==> src/rtl/score_display_pkg.sv <==
// Shared types and helpers for the seven-segment score display:
// conversion FSM states, digit count and the BCD-to-segment lookup.
package score_pkg;

    localparam int NUM_DIGITS = 4;
    localparam logic [6:0] SEG_BLANK = 7'b1111111;

    typedef enum logic [1:0] {
        IDLE  = 2'd0,
        SHIFT = 2'd1,
        DONE  = 2'd2
    } conv_state_e;

    // Active-low {g,f,e,d,c,b,a}; non-decimal nibbles render blank.
    function automatic logic [6:0] digit_to_seg(input logic [3:0] digit);
        logic [6:0] seg;
        case (digit)
            4'd0:    seg = 7'b1000000;
            4'd1:    seg = 7'b1111001;
            4'd2:    seg = 7'b0100100;
            4'd3:    seg = 7'b0110000;
            4'd4:    seg = 7'b0011001;
            4'd5:    seg = 7'b0010010;
            4'd6:    seg = 7'b0000010;
            4'd7:    seg = 7'b1111000;
            4'd8:    seg = 7'b0000000;
            4'd9:    seg = 7'b0010000;
            default: seg = SEG_BLANK;
        endcase
        return seg;
    endfunction

endpackage

==> src/rtl/score_display_bin2bcd.sv <==
// Sequential double-dabble converter: one shift per cycle, WIDTH shifts,
// then the four BCD digits are published together in the DONE state.
module bin2bcd
    import score_pkg::*;
#(
    parameter int WIDTH = 6
) (
    input  logic             clk_i,
    input  logic             reset,
    input  logic             start,
    input  logic [WIDTH-1:0] puan,
    output logic             busy,
    output logic [15:0]      bcd
);

    localparam int SR_W  = 16 + WIDTH;
    localparam int CNT_W = 4;

    conv_state_e      state_r, state_s;
    logic [SR_W-1:0]  sr_r, sr_s, adj_s;
    logic [CNT_W-1:0] cnt_r, cnt_s;
    logic [15:0]      bcd_r, bcd_s;

    // Add-3 correction on every BCD nibble that would overflow on the next shift.
    always_comb begin
        adj_s = sr_r;
        for (int k = 0; k < NUM_DIGITS; k++) begin
            if (sr_r[WIDTH + 4*k +: 4] >= 4'd5) begin
                adj_s[WIDTH + 4*k +: 4] = sr_r[WIDTH + 4*k +: 4] + 4'd3;
            end else begin
                adj_s[WIDTH + 4*k +: 4] = sr_r[WIDTH + 4*k +: 4];
            end
        end
    end

    // Conversion next-state and datapath.
    always_comb begin
        state_s = state_r;
        sr_s    = sr_r;
        cnt_s   = cnt_r;
        bcd_s   = bcd_r;
        case (state_r)
            IDLE: begin
                if (start) begin
                    sr_s    = {16'b0, puan};
                    cnt_s   = {CNT_W{1'b0}};
                    state_s = SHIFT;
                end else begin
                    state_s = IDLE;
                end
            end
            SHIFT: begin
                sr_s  = {adj_s[SR_W-2:0], 1'b0};
                cnt_s = cnt_r + 4'd1;
                if (cnt_r == CNT_W'(WIDTH - 1)) begin
                    state_s = DONE;
                end else begin
                    state_s = SHIFT;
                end
            end
            DONE: begin
                bcd_s   = sr_r[WIDTH +: 16];
                state_s = IDLE;
            end
            default: state_s = IDLE;
        endcase
    end

    // Conversion state registers.
    always_ff @(posedge clk_i) begin
        if (reset) begin
            state_r <= IDLE;
            sr_r    <= {SR_W{1'b0}};
            cnt_r   <= {CNT_W{1'b0}};
            bcd_r   <= 16'h0000;
        end else begin
            state_r <= state_s;
            sr_r    <= sr_s;
            cnt_r   <= cnt_s;
            bcd_r   <= bcd_s;
        end
    end

    assign busy = (state_r != IDLE);
    assign bcd  = bcd_r;

endmodule

==> src/rtl/score_display.sv <==
// Four-digit multiplexed seven-segment score display (active-low pins).
// Optional build macro SCORE_DISPLAY_BLANK_EN blanks leading zero digits.
module score_display
    import score_pkg::*;
#(
    parameter int WIDTH       = 6,
    parameter int REFRESH_DIV = 100000
) (
    input  logic             clk_i,
    input  logic             reset,
    input  logic [WIDTH-1:0] puan_i,
    output logic [6:0]       seg_o,
    output logic             dp_o,
    output logic [3:0]       an_o,
    output logic             busy_o
);

    localparam int REF_W = (REFRESH_DIV > 1) ? $clog2(REFRESH_DIV) : 1;

    logic [WIDTH-1:0] last_r;
    logic             start_s;
    logic             busy_s;
    logic [15:0]      bcd_s;
    logic [REF_W-1:0] ref_cnt_r;
    logic [1:0]       idx_r;
    logic [3:0]       an_r;
    logic [6:0]       seg_r;
    logic [3:0]       digit_s;
    logic             lead_zero_s;
    logic [6:0]       seg_next_s;

    // Changes arriving mid-conversion are caught here once the converter idles.
    assign start_s = !busy_s && (puan_i != last_r);

    bin2bcd #(.WIDTH(WIDTH)) u_bin2bcd (
        .clk_i (clk_i),
        .reset (reset),
        .start (start_s),
        .puan  (puan_i),
        .busy  (busy_s),
        .bcd   (bcd_s)
    );

    // Last sampled score for change detection.
    always_ff @(posedge clk_i) begin
        if (reset) begin
            last_r <= {WIDTH{1'b0}};
        end else if (start_s) begin
            last_r <= puan_i;
        end else begin
            last_r <= last_r;
        end
    end

    // Segment pattern for the digit about to be lit.
    always_comb begin
        digit_s     = bcd_s[4*idx_r +: 4];
        lead_zero_s = 1'b0;
`ifdef SCORE_DISPLAY_BLANK_EN
        case (idx_r)
            2'd3:    lead_zero_s = (bcd_s[15:12] == 4'd0);
            2'd2:    lead_zero_s = (bcd_s[15:8]  == 8'd0);
            2'd1:    lead_zero_s = (bcd_s[15:4]  == 12'd0);
            default: lead_zero_s = 1'b0;
        endcase
`else
        lead_zero_s = 1'b0;
`endif
        if (lead_zero_s) begin
            seg_next_s = SEG_BLANK;
        end else begin
            seg_next_s = digit_to_seg(digit_s);
        end
    end

    // Refresh counter, digit index and registered anode/segment drive.
    always_ff @(posedge clk_i) begin
        if (reset) begin
            ref_cnt_r <= {REF_W{1'b0}};
            idx_r     <= 2'd0;
            an_r      <= 4'b1111;
            seg_r     <= SEG_BLANK;
        end else if (ref_cnt_r == REF_W'(REFRESH_DIV - 1)) begin
            ref_cnt_r <= {REF_W{1'b0}};
            idx_r     <= idx_r + 2'd1;
            an_r      <= ~(4'b0001 << idx_r);
            seg_r     <= seg_next_s;
        end else begin
            ref_cnt_r <= ref_cnt_r + {{(REF_W-1){1'b0}}, 1'b1};
        end
    end

    assign seg_o  = seg_r;
    assign an_o   = an_r;
    assign dp_o   = 1'b1;
    assign busy_o = busy_s;

endmodule

==> config.mk <==
export PLATFORM = sky130hd
export DESIGN_NAME = score_display
export DESIGN_NICKNAME = d
export VERILOG_FILES = /design/src/rtl/score_display_pkg.sv /design/src/rtl/score_display_bin2bcd.sv /design/src/rtl/score_display.sv
export SDC_FILE = /design/constraint.sdc
export NUM_CORES = 1
export LEC_CHECK = 0
export CELL_PAD_IN_SITES_DETAIL_PLACEMENT = 0
export CELL_PAD_IN_SITES_GLOBAL_PLACEMENT = 1
export CORE_ASPECT_RATIO = 1.75
export CORE_MARGIN = 10
export CORE_UTILIZATION = 45
export DETAILED_ROUTE_END_ITERATION = 6
export GPL_ROUTABILITY_DRIVEN = 0
export MAX_ROUTING_LAYER = met4
export PLACE_DENSITY_LB_ADDON = 0.1
export SLEW_MARGIN = 20
export SYNTH_ARGS = -nofsm -noshare
export SYNTH_HDL_FRONTEND = slang
export SYNTH_SLANG_ARGS = --single-unit
==> constraint.sdc <==
create_clock -name clk_i -period 2.42 [get_ports clk_i]
set_input_delay 0.363 -clock clk_i [delete_from_list [all_inputs] [get_ports clk_i]]
set_output_delay 0.363 -clock clk_i [all_outputs]
set_load 0.01 [all_outputs]
# [Yosys cells after proc, flatten, opt, wreduce, memory -nomap -nowiden]
# Memories as Yosys holds them, arrays and structs flattened. A register that Yosys moved wholly into a read port is not among the register bits.
# Cells that the tools add are included.
[word_totals] register_bits=73 rom_bits=112 in_bits=8 out_inout_bits=13 mem_count=1
[classes] n_addsub=7 magnitude_cmp=4 n_eq_ne=6 n_shift=2 mux=11 n_bitwise=1 reduce_logical=7
[mem_list] memory="(name not given)" depth=16 width=7 rd=1 rd_clocked_by_memory_dff=1 write_ports=0 line_no="score_display_pkg.sv:17" rtl="case (digit)"
[ops] operator="$pmux 22 s2" count=1
[ops] operator="$mux 22" count=1
[ops] operator="$add 17x1->17 const B" count=1
[ops] operator="$eq 17x17->1 const B" count=1
[ops] operator="$ge 4x3->1 const B" count=4
[ops] operator="$mux 4" count=4
[ops] operator="$shiftx 16x5->4" count=1
[ops] operator="$add 4x2->4 const B" count=3
[ops] operator="$pmux 4 s2" count=1
[ops] operator="$ne 6x6->1" count=1
[ops] operator="$add 4x1->4 const B" count=1
[ops] operator="$eq 4x3->1 const B" count=1
[ops] operator="$not 4->4" count=1
[ops] operator="$pmux 2 s2" count=1
[ops] operator="$reduce_bool 2->1" count=2
[ops] operator="$shl 1x2->4 const A" count=1
[ops] operator="$add 3x2->3 const B" count=1
[ops] operator="$mux 3" count=1
[ops] operator="$add 2x1->2 const B" count=1
[ops] operator="$eq 2x1->1 const B" count=1
[ops] operator="$eq 2x2->1 const B" count=1
[ops] operator="$logic_not 2->1" count=1
[ops] operator="$mux 2" count=1
[ops] operator="$ne 2x2->1 const B" count=1
[ops] operator="other kinds (5)" count=5

# [Longest topological paths before layout]
[logic_depth] depth_word=5 depth_mapped=7

# [Hierarchy]
# Synthesis repeated with hierarchy kept, for this count alone.
[unflattened] hier_cells=440 area_unflattened_um2=3937.5
[modules_own_cells] mod="bin2bcd" instances=1 cells_per_inst=239 area_per_inst_um2=2053.2 seq_area_each_um2=880.8
[modules_own_cells] mod="score_display" instances=1 cells_per_inst=201 area_per_inst_um2=1884.3 seq_area_each_um2=720.7

# [Least setup slack after synthesis]
# Ideal clock, no wire load.
[synth_timing] kind="register -> register" from="reg ref_cnt_r[14]" to="reg an_r[0], in the netlist an_o[0]" arrival_time_ps=2035 required_ps=2300 slack_ps=266 stages_incl_launch_ff=6 path_buffers=1 synth_period_minus_slack_ps=2154 cell_sequence="dfxtp_1 > or4b_1 > or4_1 > or4_4 > buf_6 > a211o_1"
[synth_between] elab_chain_cells=1
[synth_lines] item="start, declared" line_no="score_display.sv:24" rtl="logic [REF_W-1:0] ref_cnt_r;"
[synth_lines] item="start signal, assigned" line_no="score_display.sv:79" rtl="ref_cnt_r <= {REF_W{1'b0}};"
[synth_lines] item="start signal, assigned" line_no="score_display.sv:84" rtl="ref_cnt_r <= {REF_W{1'b0}};"
[synth_lines] item="start signal, assigned" line_no="score_display.sv:89" rtl="ref_cnt_r <= ref_cnt_r + {{(REF_W-1){1'b0}}, 1'b1};"
[synth_lines] item="$eq 17x17->1" line_no="score_display.sv:83" rtl="end else if (ref_cnt_r == REF_W'(REFRESH_DIV - 1)) begin"
[synth_lines] item="end signal, assigned" line_no="score_display.sv:86" rtl="an_r <= ~(4'b0001 << idx_r);"
[synth_lines] item="end, declared" line_no="score_display.sv:26" rtl="logic [3:0] an_r;"
# Every way passes these cells.
# A chain may end at the register's enable or synchronous reset.

# [Worst setup path in the final report]
[layout_timing] from="reg ref_cnt_r[11]" to="reg ref_cnt_r[3]"
[layout_between] elab_chain_cells=2
[layout_lines] item="$eq 17x17->1" line_no="score_display.sv:83"
[layout_lines] item="$reduce_or 2->1 (no line)"
# Every way passes these cells.

==> out/metrics.cfg <==
[setup_path]
critical_path_required_ns=2.64
worstPathArrival_ns=2.54
cpPeakStageDelay_ns=0.57
cp_num_buf_inv=1
crit_family=simple AND/OR/NAND/NOR gates
cp-start-kind=flip-flop
crit_type=reg2reg
crit_fanout=22
end_kind=flip-flop
slowest_stage=or4_4
crit_chain=or4b_1 > or4_1 > or4_4 > nand2b_1 > buf_12 > nor2_1

[detailed_routing]
firstDrtPassIters=4
drt_iter0_drc=72
final_antenna_net_count=0
wl_per_cell_um=14.30
viasPerCell=5.339
drc=0
wl_um=7878
vias=2942

[clock_network]
cts_sinks=80
post_cts_buffers=0
postCtsHoldBufs=0
clk_pin_slew_worst_paths_ns=0.06
clkLatencyLatePin_ns=0.33
cts_made_buffers=9
root_buffer=clkbuf_16
cts_buffer_depth=2
htree_levels=3
cts_resized=0
cts_tree=yes

[global_route]
gr-total-overflow=0
grt_max_degree=26
grt_pass1_vias=2932
track_usage_pct=13.63
grt_pass1_wl_um=13110
antenna_found_initial=0

[synthesis]
synth_ff_type=dfxtp_1
synth_top_cell_by_area=dfxtp_1
ys_async_sr_fraction_pct=0
synthTopCellsByArea=dfxtp_1 43%, a21oi_1 7.1%, nand2_1 6.8%
yosysUniqueCellTypes=42
yosysWarnings=0
synth.top_cell.area_share_pct=43.39
syn_area_um2=3691
synthCells=435
ys_top_cells_by_count=80 x dfxtp_1, 67 x nand2_1, 52 x a21oi_1
synth_most_common_cell=dfxtp_1
syn_nets=463
yosysSeqAreaShare_pct=43.39
synth_edf_count=0
syn_area_per_cell_um2=8.485
synth_seq_cells=80

[timing]
setup_violations=0
fmax_ghz=0.4325
finalClockSkew_ns=0.004684
fin_setup_tns_ns=0
drv_slew=0
min_period_ns=2.312
fin_crit_sh_pct=95.54
slew_headroom_pct=62.06
rsz0062_at_grt=no
hold_viol=0
worstMarginPinSlew_ns=0.5691
hold_slack_ns=0.4507

[power]
p_leak_nw=1.576
ir_drop_mv=0.4347
finalPower_w=0.002910
p_per_area_nw_per_um2=676.8

[place]
portBuffers=19
dp.cells=536
dp_hpwl_um=5790

[floorplan]
placementRows=43
boundaryPins=21
die_h_um=139.8
start_util_pct=46.35
die_w_um=88.46
dieArea_um2=12370
coreArea_um2=7963

[flow_run]
cap_viol_max_count=0

[worst_hold_path]
holdCritPathClass=reg2reg

[layout]
diodes=0
drive_gt1_share_pct=6.725
instances_no_fill=551
syn2layout_area_growth_pct=16.47
fill_cells=785
final_nets=485
postLayoutCoreUtil_pct=53.99

[run_status]
status=finished clean

cells in the final DEF, fill, tap and decap left out, types with 12 or more instances in the layout:
master	Yosys	layout
dfxtp_1	80	80
nand2_1	67	67
a21oi_1	52	52
nor2_1	41	41
nand3_1	20	20
ha_1	20	20
xnor2_1	18	18
clkdlybuf4s50_1	0	18
inv_1	17	17
o21ai_0	14	14
xor2_1	12	12
through the flow:
step / worst slack (ns) / instance area [um^2]
global route: 0.02024 / 4299
global placement: 0.1410 / 3995
finish: 0.1080 / 4299
CTS: 0.09921 / 4299
detailed placement: 0.1342 / 3995
floorplan: 0.2658 / 3691
metal layers:
layer	GRT usage, %	routed length [um]
met1	12.85	3179
met3	2.688	179
met4	6.672	158
met2	24.95	4361
met5	-	0
where the power goes:
part | internal (W) | switching [W]
Sequential | 0.00134 | 0.0000180
Combinational | 0.0000606 | 0.0000914
Clock | 0.000898 | 0.000501
cells by family after synthesis:
family,synth area share [%]
AOI/OAI and AO/OA,15.42
xor gates and xnor gates,7.119
adders and majority gates,6.780
buffers and inverters,4.339
DFF,43.39
muxes,2.712
other,0.1016
and+or+nand+nor,20.14
path summary, 6_finish.rpt:
path	end	startpoint	slack, ns	cells past startpoint
max reg2reg	ref_cnt_r[3]	ref_cnt_r[11]	0.11	6
min reg2reg	u_bin2bcd.sr_r[6]	u_bin2bcd.sr_r[5]	0.45	2
min	u_bin2bcd.sr_r[6]	u_bin2bcd.sr_r[5]	0.45	2
max	ref_cnt_r[3]	ref_cnt_r[11]	0.11	6
tightest hold or removal path, stage by stage (launching register included):
cell     delay [ns]
dfxtp_1        0.31
nand2_1        0.05
a21oi_1        0.05
sequential cells by signal (all words and copies together) (netlist names):
signal,flops
an_o,4
idx_r,2
last_r,6
ref_cnt_r,17
seg_o,7
u_bin2bcd.bcd,16
u_bin2bcd.cnt_r,4
u_bin2bcd.sr_r,22
u_bin2bcd.state_r,2
final cells by class:
type,count,area (um^2),area share (%)
Timing Repair Buffer,31,287.8,6.694
Multi-Input combinational cell,318,1929,44.88
Sequential cell,80,1602,37.25
Clock inverter,3,67.56,1.572
Clock buffer,12,236.5,5.501
Inverter,17,63.81,1.484
Tap cell,90,112.6,2.619
Note: power is estimated with default switching activity, not from simulation.
==> patch: new RTL, same settings <==
Register the input `puan_i` before use, without a reset. The logic sees it one clock later.
--- a/src/rtl/score_display.sv
+++ b/src/rtl/score_display.sv
@@ -17,6 +17,12 @@
 
     localparam int REF_W = (REFRESH_DIV > 1) ? $clog2(REFRESH_DIV) : 1;
 
+    logic [WIDTH-1:0] puan_q;
+
+    always_ff @(posedge clk_i) begin
+        puan_q <= puan_i;
+    end
+
     logic [WIDTH-1:0] last_r;
     logic             start_s;
     logic             busy_s;
@@ -30,13 +36,13 @@
     logic [6:0]       seg_next_s;
 
     // Changes arriving mid-conversion are caught here once the converter idles.
-    assign start_s = !busy_s && (puan_i != last_r);
+    assign start_s = !busy_s && (puan_q != last_r);
 
     bin2bcd #(.WIDTH(WIDTH)) u_bin2bcd (
         .clk_i (clk_i),
         .reset (reset),
         .start (start_s),
-        .puan  (puan_i),
+        .puan  (puan_q),
         .busy  (busy_s),
         .bcd   (bcd_s)
     );
@@ -46,7 +52,7 @@
         if (reset) begin
             last_r <= {WIDTH{1'b0}};
         end else if (start_s) begin
-            last_r <= puan_i;
+            last_r <= puan_q;
         end else begin
             last_r <= last_r;
         end
Check against the original RTL: not equivalent (Yosys sat finds a counterexample within 4 cycles, from zero or initial values and one cycle with reset high).
==> patch against the unedited design <==
Cell count is 3.6% higher. Power is 0.82% higher. Clock power is 5% lower. Setup slack better by 0.19 ns. Wire length is 0.19% higher. Critical path depth stayed put. Via count is 0.75% lower. Hold slack worse by 0.060 ns. Sequential cell count is 6 higher. Area after synthesis is 3.7% higher. Final area is 3.2% higher. Critical path type unchanged. Critical endpoint is now seg_o[3]$_SDFFE_PP1N_. Largest cell class unchanged.
==> patch: results (changes against the unedited design) <==
* GR Util met1 at 13.03% (+0.17 points)
* Sink Count at 86 (+7.5%)
* Family with the most delay on the worst path: multiplexers
* Post-synthesis sequential area ratio at 44.98% (+1.6 points)
* Crit path max-delay cell type: mux4_1
* WL final at 7893 microns (+0.19%)
* Post-Synth Adder-Cell Area at 6.538% (-0.24 points)
* Worst Path Max Fanout at 7 (-68%)
* M1 wire length at 3141 microns (-1.2%)
* Worst Max-Slew Pin Slew at 0.5928 ns (+0.02362 ns)
* Hold endpoint: ref_cnt_r[4]$_SDFF_PP0_
* Register area at 1722 sq um (+7.5%)
* Max rail drop VDD at 0.4374 mV (+0.61%)
* Sw Ratio at 21.75% (+0.77 points)
* Worst Setup SP: idx_r[0]$_SDFFE_PP0N_
* Clock tree buffer count of the final layout at 11 (-1)
* Worst endpoint data arrival time at 2.38 ns (-0.16 ns)
* Hold wc startpoint: reset
* Area of the multi-input gates at 1937 sq um (+0.39%)
* Logic inverters at 18 (+1)
* R2R setup slack at 0.30 ns (+0.19 ns)
* Clk tree area frac at 6.375% (-0.70 points)
* LEAKAGE at 0.001676 uW (+6.4%)
* Worst hold path class: in -> reg
* First-pass GRT wire length at 13,810 microns (+5.3%)
* Comb_multi_in at 304 (-4.4%)
* Vias in the first global route at 2,974 (+1.4%)
* Met2 usage at 25.00% (+0.049 points)
* Crit path to: seg_o[3]$_SDFFE_PP1N_
* Met3 global-route usage at 3.592% (+0.90 points)
* Post-synthesis mux area share at 3.269% (+0.56 points)
* Buffers, non-clock at 32 (+3.2%)
* Post-synthesis compound-gate area fraction at 14.25% (-1.2 points)
* Status: complete, no violations
* Layout cells sized above 1 at 7.456% (+0.73 points)
* DR iter-0 viols at 131 (+82%)
* Most instantiated cells after synthesis: dfxtp_1, nand2_1, a21oi_1, nor2_1, ha_1
* Via count at 2,920 (-0.75%)
* Final net count at 479 (-1.2%)
* Largest net degree at the start of global routing at 22 (-15%)
* Buffering overhead at 6.375% (-0.32 points)
* Fill cells at 818 (+4.2%)
* Met3 routed WL at 231 microns (+29%)
* GRT Total Usage at 13.65% (+0.024 points)
* Max Clock Skew at 0.006410 ns (+0.001726 ns)
-- patch: worst register-to-register path, cell delays in order (launching register included) --
cell	delay (ns)
dfxtp_1	0.51
mux4_1	0.70
inv_1	0.17
ha_1	0.26
a21oi_1	0.12
o21ai_0	0.10
a32oi_1	0.19
-- patch: through the flow --
step | worst slack, ns | cells | cell area (sq um) | utilization, % | hold WS [ns]
floorplan | 0.5127 | 428 | 3827 | - | 0.3907
global placement | 0.3449 | 555 | 4153 | 49.95 | 0.4443
detailed placement | 0.3144 | 555 | 4153 | 49.95 | 0.4444
CTS | 0.2940 | 571 | 4436 | 53.36 | 0.3921
global route | 0.1585 | 571 | 4436 | 53.36 | 0.4350
finish | 0.3027 | 571 | 4436 | 53.36 | 0.3909
-- patch: power groups by stage --
stage	registers [uW]	logic (uW)	clock network, uW
4_1_cts	1470	141	1370
6_report	1470	137	1330
2_1_floorplan	1490	87.9	0
3_3_place_gp	1500	140	0
3_5_place_dp	1500	141	0
5_1_grt	1470	156	1430
